===== src/rtl/ram_arbiter_if.sv =====
// Requester-side bundle for one port of the program/sprite RAM arbiter.
// The requester drives the access fields and the arbiter answers with a grant.
// Read data comes back as a tagged valid pulse.
interface ram_arbiter_if #(
    parameter int ADDR_W = 12,
    parameter int DATA_W = 8
);
    logic              req;
    logic              wr;
    logic [ADDR_W-1:0] addr;
    logic [DATA_W-1:0] wdata;
    logic              lock;
    logic              gnt;
    logic              rvalid;
    logic [DATA_W-1:0] rdata;

    modport master (
        output req, wr, addr, wdata, lock,
        input  gnt, rvalid, rdata
    );

    modport slave (
        input  req, wr, addr, wdata, lock,
        output gnt, rvalid, rdata
    );
endinterface


===== src/rtl/ram_arbiter.sv =====
// Arbiter for the shared 4 KiB x 8 program/sprite RAM.
// Three requesters share the RAM: the CPU (0), the blitter (1) and the ROM loader (2).
// Arbitration is round-robin and grants one access per cycle.
// A port may lock the bus for a burst; the lock has a bounded length.
// Read results return through a tagged pipeline that tells each port when rdata is its own.
module ram_arbiter #(
    parameter int ADDR_W     = 12,
    parameter int DATA_W     = 8,
    parameter int RD_LATENCY = 1,
    parameter int LOCK_MAX   = 64
) (
    input  logic              clk,
    input  logic              res,
    ram_arbiter_if.slave      cpu,
    ram_arbiter_if.slave      blit,
    ram_arbiter_if.slave      ldr,
    output logic              ram_en,
    output logic              ram_wr,
    output logic [ADDR_W-1:0] ram_addr,
    output logic [DATA_W-1:0] ram_in,
    input  logic [DATA_W-1:0] ram_out
);

    localparam int         CNT_W     = $clog2(LOCK_MAX) + 1;
    localparam logic [1:0] TAG_NONE  = 2'd3;
    localparam logic [CNT_W-1:0] LOCK_LAST = CNT_W'(LOCK_MAX - 1);

    logic [2:0]        w_req;
    logic [2:0]        w_wr;
    logic [2:0]        w_lock;
    logic [ADDR_W-1:0] w_addr [3];
    logic [DATA_W-1:0] w_wdata [3];

    logic [2:0]        w_elig;
    logic [2:0]        w_gnt;
    logic [1:0]        w_gntIdx;
    logic [2:0]        w_cand;
    logic              w_xfer;
    logic              w_selWr;
    logic              w_selLock;
    logic [ADDR_W-1:0] w_selAddr;
    logic [DATA_W-1:0] w_selWdata;
    logic [CNT_W-1:0]  w_cntNext;
    logic [2:0]        w_retDec;

    logic [1:0]        r_rrPtr;
    logic              r_ownerValid;
    logic [1:0]        r_owner;
    logic [CNT_W-1:0]  r_lockCnt;
    logic              r_exclValid;
    logic [1:0]        r_exclIdx;
    logic [1:0]        r_tagPipe [RD_LATENCY];
    logic [2:0]        r_rvalid;
    logic              r_ramEn;
    logic              r_ramWr;
    logic [ADDR_W-1:0] r_ramAddr;
    logic [DATA_W-1:0] r_ramIn;

    assign w_req      = {ldr.req,  blit.req,  cpu.req};
    assign w_wr       = {ldr.wr,   blit.wr,   cpu.wr};
    assign w_lock     = {ldr.lock, blit.lock, cpu.lock};
    assign w_addr[0]  = cpu.addr;
    assign w_addr[1]  = blit.addr;
    assign w_addr[2]  = ldr.addr;
    assign w_wdata[0] = cpu.wdata;
    assign w_wdata[1] = blit.wdata;
    assign w_wdata[2] = ldr.wdata;

    // Drop a port that just timed out of its lock from the one arbitration cycle after the timeout.
    // Limiting this to one cycle keeps a lone requester from starving.
    always_comb begin
        w_elig = w_req;
        if (r_exclValid) begin
            w_elig[r_exclIdx] = 1'b0;
        end
    end

    // Pick the winner: only the lock owner while a lock is held, otherwise the first eligible port from rr_ptr.
    // The loop walks from lowest to highest priority so the highest-priority hit is written last.
    always_comb begin
        w_gnt    = 3'b000;
        w_gntIdx = 2'd0;
        w_cand   = 3'd0;
        if (!res) begin
            if (r_ownerValid) begin
                if (w_req[r_owner]) begin
                    w_gnt[r_owner] = 1'b1;
                    w_gntIdx       = r_owner;
                end
            end else begin
                for (int k = 2; k >= 0; k--) begin
                    w_cand = {1'b0, r_rrPtr} + 3'(k);
                    if (w_cand >= 3'd3) begin
                        w_cand = w_cand - 3'd3;
                    end
                    if (w_elig[w_cand[1:0]]) begin
                        w_gnt              = 3'b000;
                        w_gnt[w_cand[1:0]] = 1'b1;
                        w_gntIdx           = w_cand[1:0];
                    end
                end
            end
        end
    end

    assign w_xfer     = |w_gnt;
    assign w_selWr    = w_wr[w_gntIdx];
    assign w_selLock  = w_lock[w_gntIdx];
    assign w_selAddr  = w_addr[w_gntIdx];
    assign w_selWdata = w_wdata[w_gntIdx];
    assign w_cntNext  = r_lockCnt + 1'b1;

    // Advance the round-robin pointer and track lock ownership, release and forced timeout.
    always_ff @(posedge clk) begin
        if (res) begin
            r_rrPtr      <= 2'd0;
            r_ownerValid <= 1'b0;
            r_owner      <= 2'd0;
            r_lockCnt    <= '0;
            r_exclValid  <= 1'b0;
            r_exclIdx    <= 2'd0;
        end else begin
            r_exclValid <= 1'b0;
            if (w_xfer) begin
                r_rrPtr <= (w_gntIdx == 2'd2) ? 2'd0 : w_gntIdx + 2'd1;
            end
            if (r_ownerValid) begin
                if (w_cntNext == LOCK_LAST) begin
                    r_ownerValid <= 1'b0;
                    r_lockCnt    <= '0;
                    r_exclValid  <= 1'b1;
                    r_exclIdx    <= r_owner;
                end else if (!w_lock[r_owner]) begin
                    r_ownerValid <= 1'b0;
                    r_lockCnt    <= '0;
                end else begin
                    r_lockCnt <= w_cntNext;
                end
            end else if (w_xfer && w_selLock) begin
                r_ownerValid <= 1'b1;
                r_owner      <= w_gntIdx;
                r_lockCnt    <= '0;
            end
        end
    end

    // Register the granted access onto the RAM pins.
    // Address and data hold their values when no transfer happens.
    always_ff @(posedge clk) begin
        if (res) begin
            r_ramEn   <= 1'b0;
            r_ramWr   <= 1'b0;
            r_ramAddr <= '0;
            r_ramIn   <= '0;
        end else if (w_xfer) begin
            r_ramEn   <= 1'b1;
            r_ramWr   <= w_selWr;
            r_ramAddr <= w_selAddr;
            r_ramIn   <= w_selWdata;
        end else begin
            r_ramEn <= 1'b0;
            r_ramWr <= 1'b0;
        end
    end

    // Decode the tag leaving the pipeline into a one-hot per-port return strobe.
    always_comb begin
        w_retDec = 3'b000;
        if (r_tagPipe[RD_LATENCY-1] != TAG_NONE) begin
            w_retDec[r_tagPipe[RD_LATENCY-1]] = 1'b1;
        end
    end

    // Shift read tags along with the RAM latency.
    // Writes and idle cycles push an empty slot.
    always_ff @(posedge clk) begin
        if (res) begin
            for (int i = 0; i < RD_LATENCY; i++) begin
                r_tagPipe[i] <= TAG_NONE;
            end
            r_rvalid <= 3'b000;
        end else begin
            r_tagPipe[0] <= (w_xfer && !w_selWr) ? w_gntIdx : TAG_NONE;
            for (int i = 1; i < RD_LATENCY; i++) begin
                r_tagPipe[i] <= r_tagPipe[i-1];
            end
            r_rvalid <= w_retDec;
        end
    end

    assign ram_en   = r_ramEn;
    assign ram_wr   = r_ramWr;
    assign ram_addr = r_ramAddr;
    assign ram_in   = r_ramIn;

    assign cpu.gnt     = w_gnt[0];
    assign blit.gnt    = w_gnt[1];
    assign ldr.gnt     = w_gnt[2];
    assign cpu.rvalid  = r_rvalid[0];
    assign blit.rvalid = r_rvalid[1];
    assign ldr.rvalid  = r_rvalid[2];
    assign cpu.rdata   = ram_out;
    assign blit.rdata  = ram_out;
    assign ldr.rdata   = ram_out;

endmodule


===== src/flat_wrapper.sv =====
// flat-port wrapper written by rule: the top's interface ports become plain ports
module ram_arbiter_flat 
#(
    parameter int ADDR_W     = 12,
    parameter int DATA_W     = 8,
    parameter int RD_LATENCY = 1,
    parameter int LOCK_MAX   = 64
)
  (clk, res, ram_en, ram_wr, ram_addr, ram_in, ram_out, cpu_req, cpu_wr, cpu_addr, cpu_wdata, cpu_lock, cpu_gnt, cpu_rvalid, cpu_rdata, blit_req, blit_wr, blit_addr, blit_wdata, blit_lock, blit_gnt, blit_rvalid, blit_rdata, ldr_req, ldr_wr, ldr_addr, ldr_wdata, ldr_lock, ldr_gnt, ldr_rvalid, ldr_rdata);
  ram_arbiter_if #(.ADDR_W(ADDR_W), .DATA_W(DATA_W)) cpu_i ();
  ram_arbiter_if #(.ADDR_W(ADDR_W), .DATA_W(DATA_W)) blit_i ();
  ram_arbiter_if #(.ADDR_W(ADDR_W), .DATA_W(DATA_W)) ldr_i ();
  input  logic clk;
  input  logic res;
  output logic ram_en;
  output logic ram_wr;
  output logic [ADDR_W-1:0] ram_addr;
  output logic [DATA_W-1:0] ram_in;
  input  logic [DATA_W-1:0] ram_out;
  input wire logic [$bits(cpu_i.req)-1:0] cpu_req;
  input wire logic [$bits(cpu_i.wr)-1:0] cpu_wr;
  input wire logic [$bits(cpu_i.addr)-1:0] cpu_addr;
  input wire logic [$bits(cpu_i.wdata)-1:0] cpu_wdata;
  input wire logic [$bits(cpu_i.lock)-1:0] cpu_lock;
  output wire logic [$bits(cpu_i.gnt)-1:0] cpu_gnt;
  output wire logic [$bits(cpu_i.rvalid)-1:0] cpu_rvalid;
  output wire logic [$bits(cpu_i.rdata)-1:0] cpu_rdata;
  input wire logic [$bits(blit_i.req)-1:0] blit_req;
  input wire logic [$bits(blit_i.wr)-1:0] blit_wr;
  input wire logic [$bits(blit_i.addr)-1:0] blit_addr;
  input wire logic [$bits(blit_i.wdata)-1:0] blit_wdata;
  input wire logic [$bits(blit_i.lock)-1:0] blit_lock;
  output wire logic [$bits(blit_i.gnt)-1:0] blit_gnt;
  output wire logic [$bits(blit_i.rvalid)-1:0] blit_rvalid;
  output wire logic [$bits(blit_i.rdata)-1:0] blit_rdata;
  input wire logic [$bits(ldr_i.req)-1:0] ldr_req;
  input wire logic [$bits(ldr_i.wr)-1:0] ldr_wr;
  input wire logic [$bits(ldr_i.addr)-1:0] ldr_addr;
  input wire logic [$bits(ldr_i.wdata)-1:0] ldr_wdata;
  input wire logic [$bits(ldr_i.lock)-1:0] ldr_lock;
  output wire logic [$bits(ldr_i.gnt)-1:0] ldr_gnt;
  output wire logic [$bits(ldr_i.rvalid)-1:0] ldr_rvalid;
  output wire logic [$bits(ldr_i.rdata)-1:0] ldr_rdata;
  assign cpu_i.req = cpu_req;
  assign cpu_i.wr = cpu_wr;
  assign cpu_i.addr = cpu_addr;
  assign cpu_i.wdata = cpu_wdata;
  assign cpu_i.lock = cpu_lock;
  assign cpu_gnt = cpu_i.gnt;
  assign cpu_rvalid = cpu_i.rvalid;
  assign cpu_rdata = cpu_i.rdata;
  assign blit_i.req = blit_req;
  assign blit_i.wr = blit_wr;
  assign blit_i.addr = blit_addr;
  assign blit_i.wdata = blit_wdata;
  assign blit_i.lock = blit_lock;
  assign blit_gnt = blit_i.gnt;
  assign blit_rvalid = blit_i.rvalid;
  assign blit_rdata = blit_i.rdata;
  assign ldr_i.req = ldr_req;
  assign ldr_i.wr = ldr_wr;
  assign ldr_i.addr = ldr_addr;
  assign ldr_i.wdata = ldr_wdata;
  assign ldr_i.lock = ldr_lock;
  assign ldr_gnt = ldr_i.gnt;
  assign ldr_rvalid = ldr_i.rvalid;
  assign ldr_rdata = ldr_i.rdata;
  ram_arbiter #(.ADDR_W(ADDR_W), .DATA_W(DATA_W), .RD_LATENCY(RD_LATENCY), .LOCK_MAX(LOCK_MAX)) u_core (.clk(clk), .res(res), .cpu(cpu_i), .blit(blit_i), .ldr(ldr_i), .ram_en(ram_en), .ram_wr(ram_wr), .ram_addr(ram_addr), .ram_in(ram_in), .ram_out(ram_out));
endmodule

===== config.mk =====
export PLATFORM = sky130hd
export DESIGN_NAME = ram_arbiter_flat
export DESIGN_NICKNAME = d
export VERILOG_FILES = /design/src/rtl/ram_arbiter_if.sv /design/src/rtl/ram_arbiter.sv /design/src/flat_wrapper.sv
export SDC_FILE = /design/constraint.sdc
export NUM_CORES = 1
export LEC_CHECK = 0
export CELL_PAD_IN_SITES_DETAIL_PLACEMENT = 0
export CELL_PAD_IN_SITES_GLOBAL_PLACEMENT = 1
export CORE_MARGIN = 2
export CORE_UTILIZATION = 28
export CTS_CLUSTER_SIZE = 28
export DETAILED_ROUTE_END_ITERATION = 10
export PLACE_DENSITY = 0.9
export SYNTH_ARGS = -nofsm -noshare
export SYNTH_HDL_FRONTEND = slang
export SYNTH_SLANG_ARGS = --single-unit

===== constraint.sdc =====
create_clock -name clk -period 2.6 [get_ports clk]
set_clock_uncertainty 0.05 [all_clocks]
set_input_delay 0.39 -clock clk [delete_from_list [all_inputs] [get_ports clk]]
set_output_delay 0.39 -clock clk [all_outputs]
set_load 0.01 [all_outputs]

## Word level (Yosys, flattened, before mapping)

Memory sizes are Yosys's and may differ from the RTL's.
Index checks and enable logic that the tools add are counted.

- Bitwise logic cells: 6
- Add/subtract/negate cells: 7
- $lt $le $gt $ge: 17
- Eq/ne operators: 3
- Reduce and logical (&&, ||, !) cells: 17
- Multiplexer cells: 71

Operator list:

| operator | count |
|---|---|
| $mux 2 | 18 |
| $mux 7 | 4 |
| $bmux 12 s2 | 1 |
| $mux 12 | 2 |
| $mux 1 | 23 |
| $lt 2x3->1 const B | 7 |
| $mux 3 | 7 |
| $bmux 8 s2 | 1 |
| $mux 8 | 2 |
| $bmux 1 s2 | 7 |
| $demux 1 s2 | 6 |
| $ge 2x1->1 const B | 6 |
| $logic_and 1x1->1 | 8 |
| $reduce_or 2->1 | 4 |
| $add 7x1->7 const B | 1 |
| $eq 7x6->1 const B | 1 |
| $ge 3x2->1 const B | 2 |
| $sub 2x2->2 const B | 3 |
| $reduce_and 2->1 | 2 |
| $add 2x1->3 const B | 1 |
| $add 2x2->3 const B | 1 |
| $and 3x3->3 | 1 |
| $ge 3x3->1 const B | 1 |
| $not 1->1 | 3 |
| 9 further kinds | 9 |

- Register bits: 40
- Output and inout port bits: 52
- Input bits: 79
- RAM bits: 2
- Memories kept: 1
- Logic and storage cells: 133

Memory list:

| memory | depth | width | rd ports | clocked after memory_dff | write ports | line | text |
|---|---|---|---|---|---|---|---|
| u_core.r_tagPipe | 1 | 2 | 1 | 0 | 1 | ram_arbiter.sv:52 | `logic [1:0] r_tagPipe [RD_LATENCY];` |

## Logic depth before layout (Yosys ltp)

- Depth after elaboration: 20
- Depth in mapped cells: 12
- Gate-level depth less buffers: 10

## Worst setup path after synthesis

OpenSTA, ideal clock, no wires.

- Path kind: register -> register
- Start: reg u_core.r_rrPtr[0]
- End: reg u_core.r_lockCnt[4]
- Data required time: 2.430 ns
- Data arrival time: 2.244 ns
- Path slack: 0.186 ns
- Cell stages (with the launch flop): 11
- Buffers on the path: 1
- Setup time: 0.120 ns
- Period minus slack after synthesis: 2.414 ns
- Cell sequence: dfxtp_1 > inv_1 > ha_1 > buf_6 > xnor2_1 > o21bai_1 > or4_1 > a21oi_4 > a221o_2 > a21oi_4 > a211o_1

- Longest elaborated chain between the ends: 17
- Elaborated cells on any way between the ends: 53
- Those cells by class: add/sub (5); order compare (9); mux (33); reduce/logical (6)

RTL lines:

| what | line | text |
|---|---|---|
| start, declared | ram_arbiter.sv:46 | `logic [1:0] r_rrPtr;` |
| start signal, assigned | ram_arbiter.sv:125 | `r_rrPtr <= (w_gntIdx == 2'd2) ? 2'd0 : w_gntIdx + 2'd1;` |
| $add 2x2->3 | ram_arbiter.sv:92 | `w_cand = {1'b0, r_rrPtr} + 3'(k);` |
| $ge 3x2->1 or $sub 2x2->2 (tied branches) | ram_arbiter.sv:93, ram_arbiter.sv:94 |  |
| $mux 2 | ram_arbiter.sv:93 | `if (w_cand >= 3'd3) begin` |
| $mux 2 | ram_arbiter.sv:85 | `if (r_ownerValid) begin` |
| $mux 2 | ram_arbiter.sv:84 | `if (!res) begin` |
| $lt 2x3->1 (implied by the code) or $ge 2x1->1 (tied branches) | ram_arbiter.sv:98 | `w_gnt[w_cand[1:0]] = 1'b1;` |
| $logic_and 1x1->1 (implied by the code) | ram_arbiter.sv:98 |  |
| $mux 1 (implied by the code) | ram_arbiter.sv:98 |  |
| $demux 1 s2 | n/a |  |
| $mux 3 (2 in series) | ram_arbiter.sv:96 | `if (w_elig[w_cand[1:0]]) begin` |
| $mux 3 * | ram_arbiter.sv:96 |  |
| $mux 3 * | ram_arbiter.sv:85 |  |
| $mux 3 * | ram_arbiter.sv:84 |  |
| named net cpu_gnt | flat_wrapper.sv:25 | `output wire logic [$bits(cpu_i.gnt)-1:0] cpu_gnt;` |
| $reduce_or 3->1 * | ram_arbiter.sv:106 | `assign w_xfer = \|w_gnt;` |
| $logic_and 1x1->1 * | ram_arbiter.sv:139 | `end else if (w_xfer && w_selLock) begin` |
| $reduce_bool 2->1 (no line) * | n/a |  |
| end signal, assigned | ram_arbiter.sv:137 | `r_lockCnt <= w_cntNext;` |
| end, declared | ram_arbiter.sv:49 | `logic [CNT_W-1:0] r_lockCnt;` |

The timed path passes the listed nets; every way through them passes the cells marked *. The select of a mux whose other input is x is not followed.
A chain may end at the register's enable or synchronous reset.

## Worst setup path in the final report

- Start: reg u_core.r_rrPtr[1]
- End: reg u_core.r_lockCnt[2]

- Longest elaborated chain between the ends: 17
- Elaborated cells on any way between the ends: 53
- Those cells by class: add/sub (5); order compare (9); mux (33); reduce/logical (6)

RTL lines:

| what | line |
|---|---|
| $add 2x2->3 | ram_arbiter.sv:92 |
| $ge 3x2->1 or $sub 2x2->2 (tied branches) | ram_arbiter.sv:93, ram_arbiter.sv:94 |
| $mux 2 | ram_arbiter.sv:93 |
| $mux 2 | ram_arbiter.sv:85 |
| $mux 2 | ram_arbiter.sv:84 |
| $lt 2x3->1 (implied by the code) or $ge 2x1->1 (tied branches) | ram_arbiter.sv:98 |
| $logic_and 1x1->1 (implied by the code) | ram_arbiter.sv:98 |
| $mux 1 (implied by the code) | ram_arbiter.sv:98 |
| $demux 1 s2 | n/a |
| $mux 3 (3 in series) | ram_arbiter.sv:96 |
| $mux 3 | ram_arbiter.sv:85 |
| $mux 3 | ram_arbiter.sv:84 |
| $reduce_or 3->1 | ram_arbiter.sv:106 |
| $logic_and 1x1->1 * | ram_arbiter.sv:139 |
| $reduce_bool 2->1 (no line) * | n/a |

Every way passes the cells marked *; elsewhere a longest branch is shown, timed or not. The select of a mux whose other input is x is not followed.

==> results.toml <==
[status]
status = "finished clean"

[synthesis]
synth_cell_types = 54
syn_area_per_cell_sq_um = 8.66
ys_seq_area_frac = 0.329
synth.area.top_cells = "dfxtp_1 (33%), mux2i_1 (8.6%), buf_4 (7.6%)"
synthFlopType = "dfxtp_1"
synth-edff-count = 0
syn_inst = 295
synth_top_cell_by_area = "dfxtp_1"
yosysWarnings = 0
netlist_area_sq_um = 2550
syn-num-nets = 378
synth_top_area_frac = 0.329
ys_ff_latch = 42
async_reset_ff_frac = 0

[clocking]
cts.sinks = 42
worstSkewPairLatency_ns = 0.30
path_clk_slew_ns = 0.09
cts_hold_buf = 0
cts-root-buf = "clkbuf_8"
tritoncts = "done"
clk_path_buf_depth = 2
numCtsBuffers = 5
h-tree-depth = 2

[worst_setup_path]
worstPathRequired_ns = 2.79
slowest_delay_ns = 0.54
cp_max_fo = 13
cpMaxStageDelayCell = "or4_4"
r2r_cells = 9
worst-path-stages = 9
rr_endpoint = "u_core.r_lockCnt[2]"
crit_chain = "buf_6, ha_4, or4_4, o2111ai_4, nand2_4, buf_12, a221o_2, a21oi_4, a211o_1"
r2r-start = "u_core.r_rrPtr[1]"
crit_arrival_ns = 2.75
worstSetupPathType = "flop to flop"
crit_path_end_kind = "flop"
critPathTopFamily = "compound AO/OA/AOI/OAI gates"
crit_end = "u_core.r_lockCnt[2]"
cp-startpoint = "u_core.r_rrPtr[1]"
rrSetupSlack_ns = 0.04
path_buf_inv = 2
critPathLaunchType = "flop"

[global_routing]
grt_pass1_wl_um = 11500
grt_max_degree = 34
grt_pass1_vias = 2466
antenna_found_initial = 0
grt_use_total = 0.144
grt_overflow = 0

[pwr]
p_leak_nw = 1.62
p_total_mw = 4.02
p_seq_frac = 0.247
ir_drop_v = 0.000367
clockPowerShare = 0.111
swShare = 0.372
comb_power_share = 0.642
internal_power_mw = 2.52
netSwitchingPower_mw = 1.49
powerDensity_nw_per_um2 = 977

[placement]
hpwl_um = 5020
dpl_cell_area_sq_um = 3630
gp_congestion = 0.910
port-buffer-count = 98
post-place-cells = 493
post-place-ws_ns = -0.629

[flow_run]
maxCapViolations = 0

[floorplan]
dieArea_sq_um = 9900
pin_count = 131
dieWidth_um = 99.5
row_count = 34
start_util = 0.291
core_sq_um = 8760
die_h_um = 99.5

[timing]
setup_slack_ns = 0.0384
relSlewSlack = 0.678
rsz0062_at_grt = "yes"
fin_crit_ns = 2.56
worst_pin_slew_ns = 0.478
setup_viol = 0
final-hold-violation-count = 0
timing.final.crit_share = 0.985
fin_tns_setup_ns = 0
drv_slew = 0
fmax_mhz = 390
holdWs_ns = 0.384

[drt]
viasPerCell = 4.77
vias = 2469
wl_per_cell_um = 14.1
dr.pass1.iters = 4
drtIter0Drc = 114
drc = 0
wl_um = 7310
ant_nets = 0

[min_path]
hold_class = "flop to flop"

[final_layout]
fillerInstances = 840
layout-drive-gt1-share = 0.234
multiInputGateArea_sq_um = 1540
final_area_sq_um = 4120
final-instance-count-excl-fill = 518
synthToLayoutAreaGrowth_pct = 61.1
diodes = 0
final_cell_mix = "clkdlybuf4s50_1 (92), dfxtp_1 (40), buf_4 (37)"
layout_commonest_cell = "clkdlybuf4s50_1"
final_nets = 492
register_area_sq_um = 846
final_util = 0.470
routing by layer:
metal / vias up / share of wire / global-route usage
li1: 1247 / - / -
met5: - / 0 / 0
met4: 0 / 0.012 / 0.0337
met2: 66 / 0.50 / 0.255
met1: 1146 / 0.43 / 0.169
met3: 10 / 0.061 / 0.0471
power groups by stage:
stage | registers (mW) | logic, mW | clock network, mW
floorplan | 1.06 | 1.11 | 0
global placement | 0.986 | 1.95 | 0
detailed placement | 0.992 | 2.00 | 0
CTS | 0.983 | 2.21 | 0.464
global route | 1.02 | 2.78 | 0.491
finish | 0.994 | 2.58 | 0.445
registers in the layout, summed over array words and instances (netlist names), 2 cells and up:
signal	flops
u_core.r_exclIdx	2
u_core.r_lockCnt	7
u_core.r_rvalid	3
u_core.ram_addr	12
u_core.r_tagPipe	2
u_core.r_owner	2
u_core.ram_in	8
u_core.r_rrPtr	2
area by class of cell:
| type | count | area share |
|---|---|---|
| well taps | 108 | 0.0328 |
| repair buffers | 147 | 0.351 |
| clock inverters | 2 | 0.00304 |
| multi-input cells | 199 | 0.373 |
| inverters | 14 | 0.0140 |
| flip-flops and latches | 42 | 0.206 |
| clock buffers | 6 | 0.0201 |
cells in the mapped netlist (6+ instances only):
cell and count:
nor2_1 25, a21oi_1 19, nand3_1 8, dfxtp_1 42
a211o_1 16, o221ai_1 6, mux2i_1 22, nand2_1 31
buf_4 26, clkbuf_1 7, inv_1 13
logic make-up after synthesis:
| kind of cell | synth area share |
|---|---|
| XOR/XNOR | 0.0171 |
| AND/OR/NAND/NOR | 0.219 |
| AO/OA/AOI/OAI | 0.195 |
| flip-flops | 0.329 |
| multiplexers | 0.0862 |
| adder cells (fa/ha/maj) | 0.0196 |
| buffers and inverters | 0.134 |
worst reg2reg max path: stages (launching register included):
cell       delay (ns)
dfxtp_2          0.34
buf_6            0.11
ha_4             0.18
or4_4            0.54
o2111ai_4        0.14
nand2_4          0.10
buf_12           0.17
a221o_2          0.43
a21oi_4          0.29
a211o_1          0.17
how the worst min path moves through the flow:
stage,end,startpoint,slack (ns),cells past startpoint
after floorplan,u_core.r_rvalid[0],u_core.r_tagPipe[0][0],0.36,1
after global placement,u_core.r_rvalid[0],u_core.r_tagPipe[0][0],0.37,1
after detailed placement,u_core.r_rvalid[0],u_core.r_tagPipe[0][0],0.37,1
after CTS,u_core.r_rvalid[0],u_core.r_tagPipe[0][0],0.39,1
after global routing,u_core.r_rvalid[0],u_core.r_tagPipe[0][0],0.41,1
final,u_core.r_rvalid[0],u_core.r_tagPipe[0][0],0.38,1
repair_timing:
item                       CTS  global route
buffers inserted             4            12
setup endpoints to repair   35            33
gates resized for setup     17            37
cloned                       1             1
pin swaps                    6            19
Power figures use the tool's default switching activity.
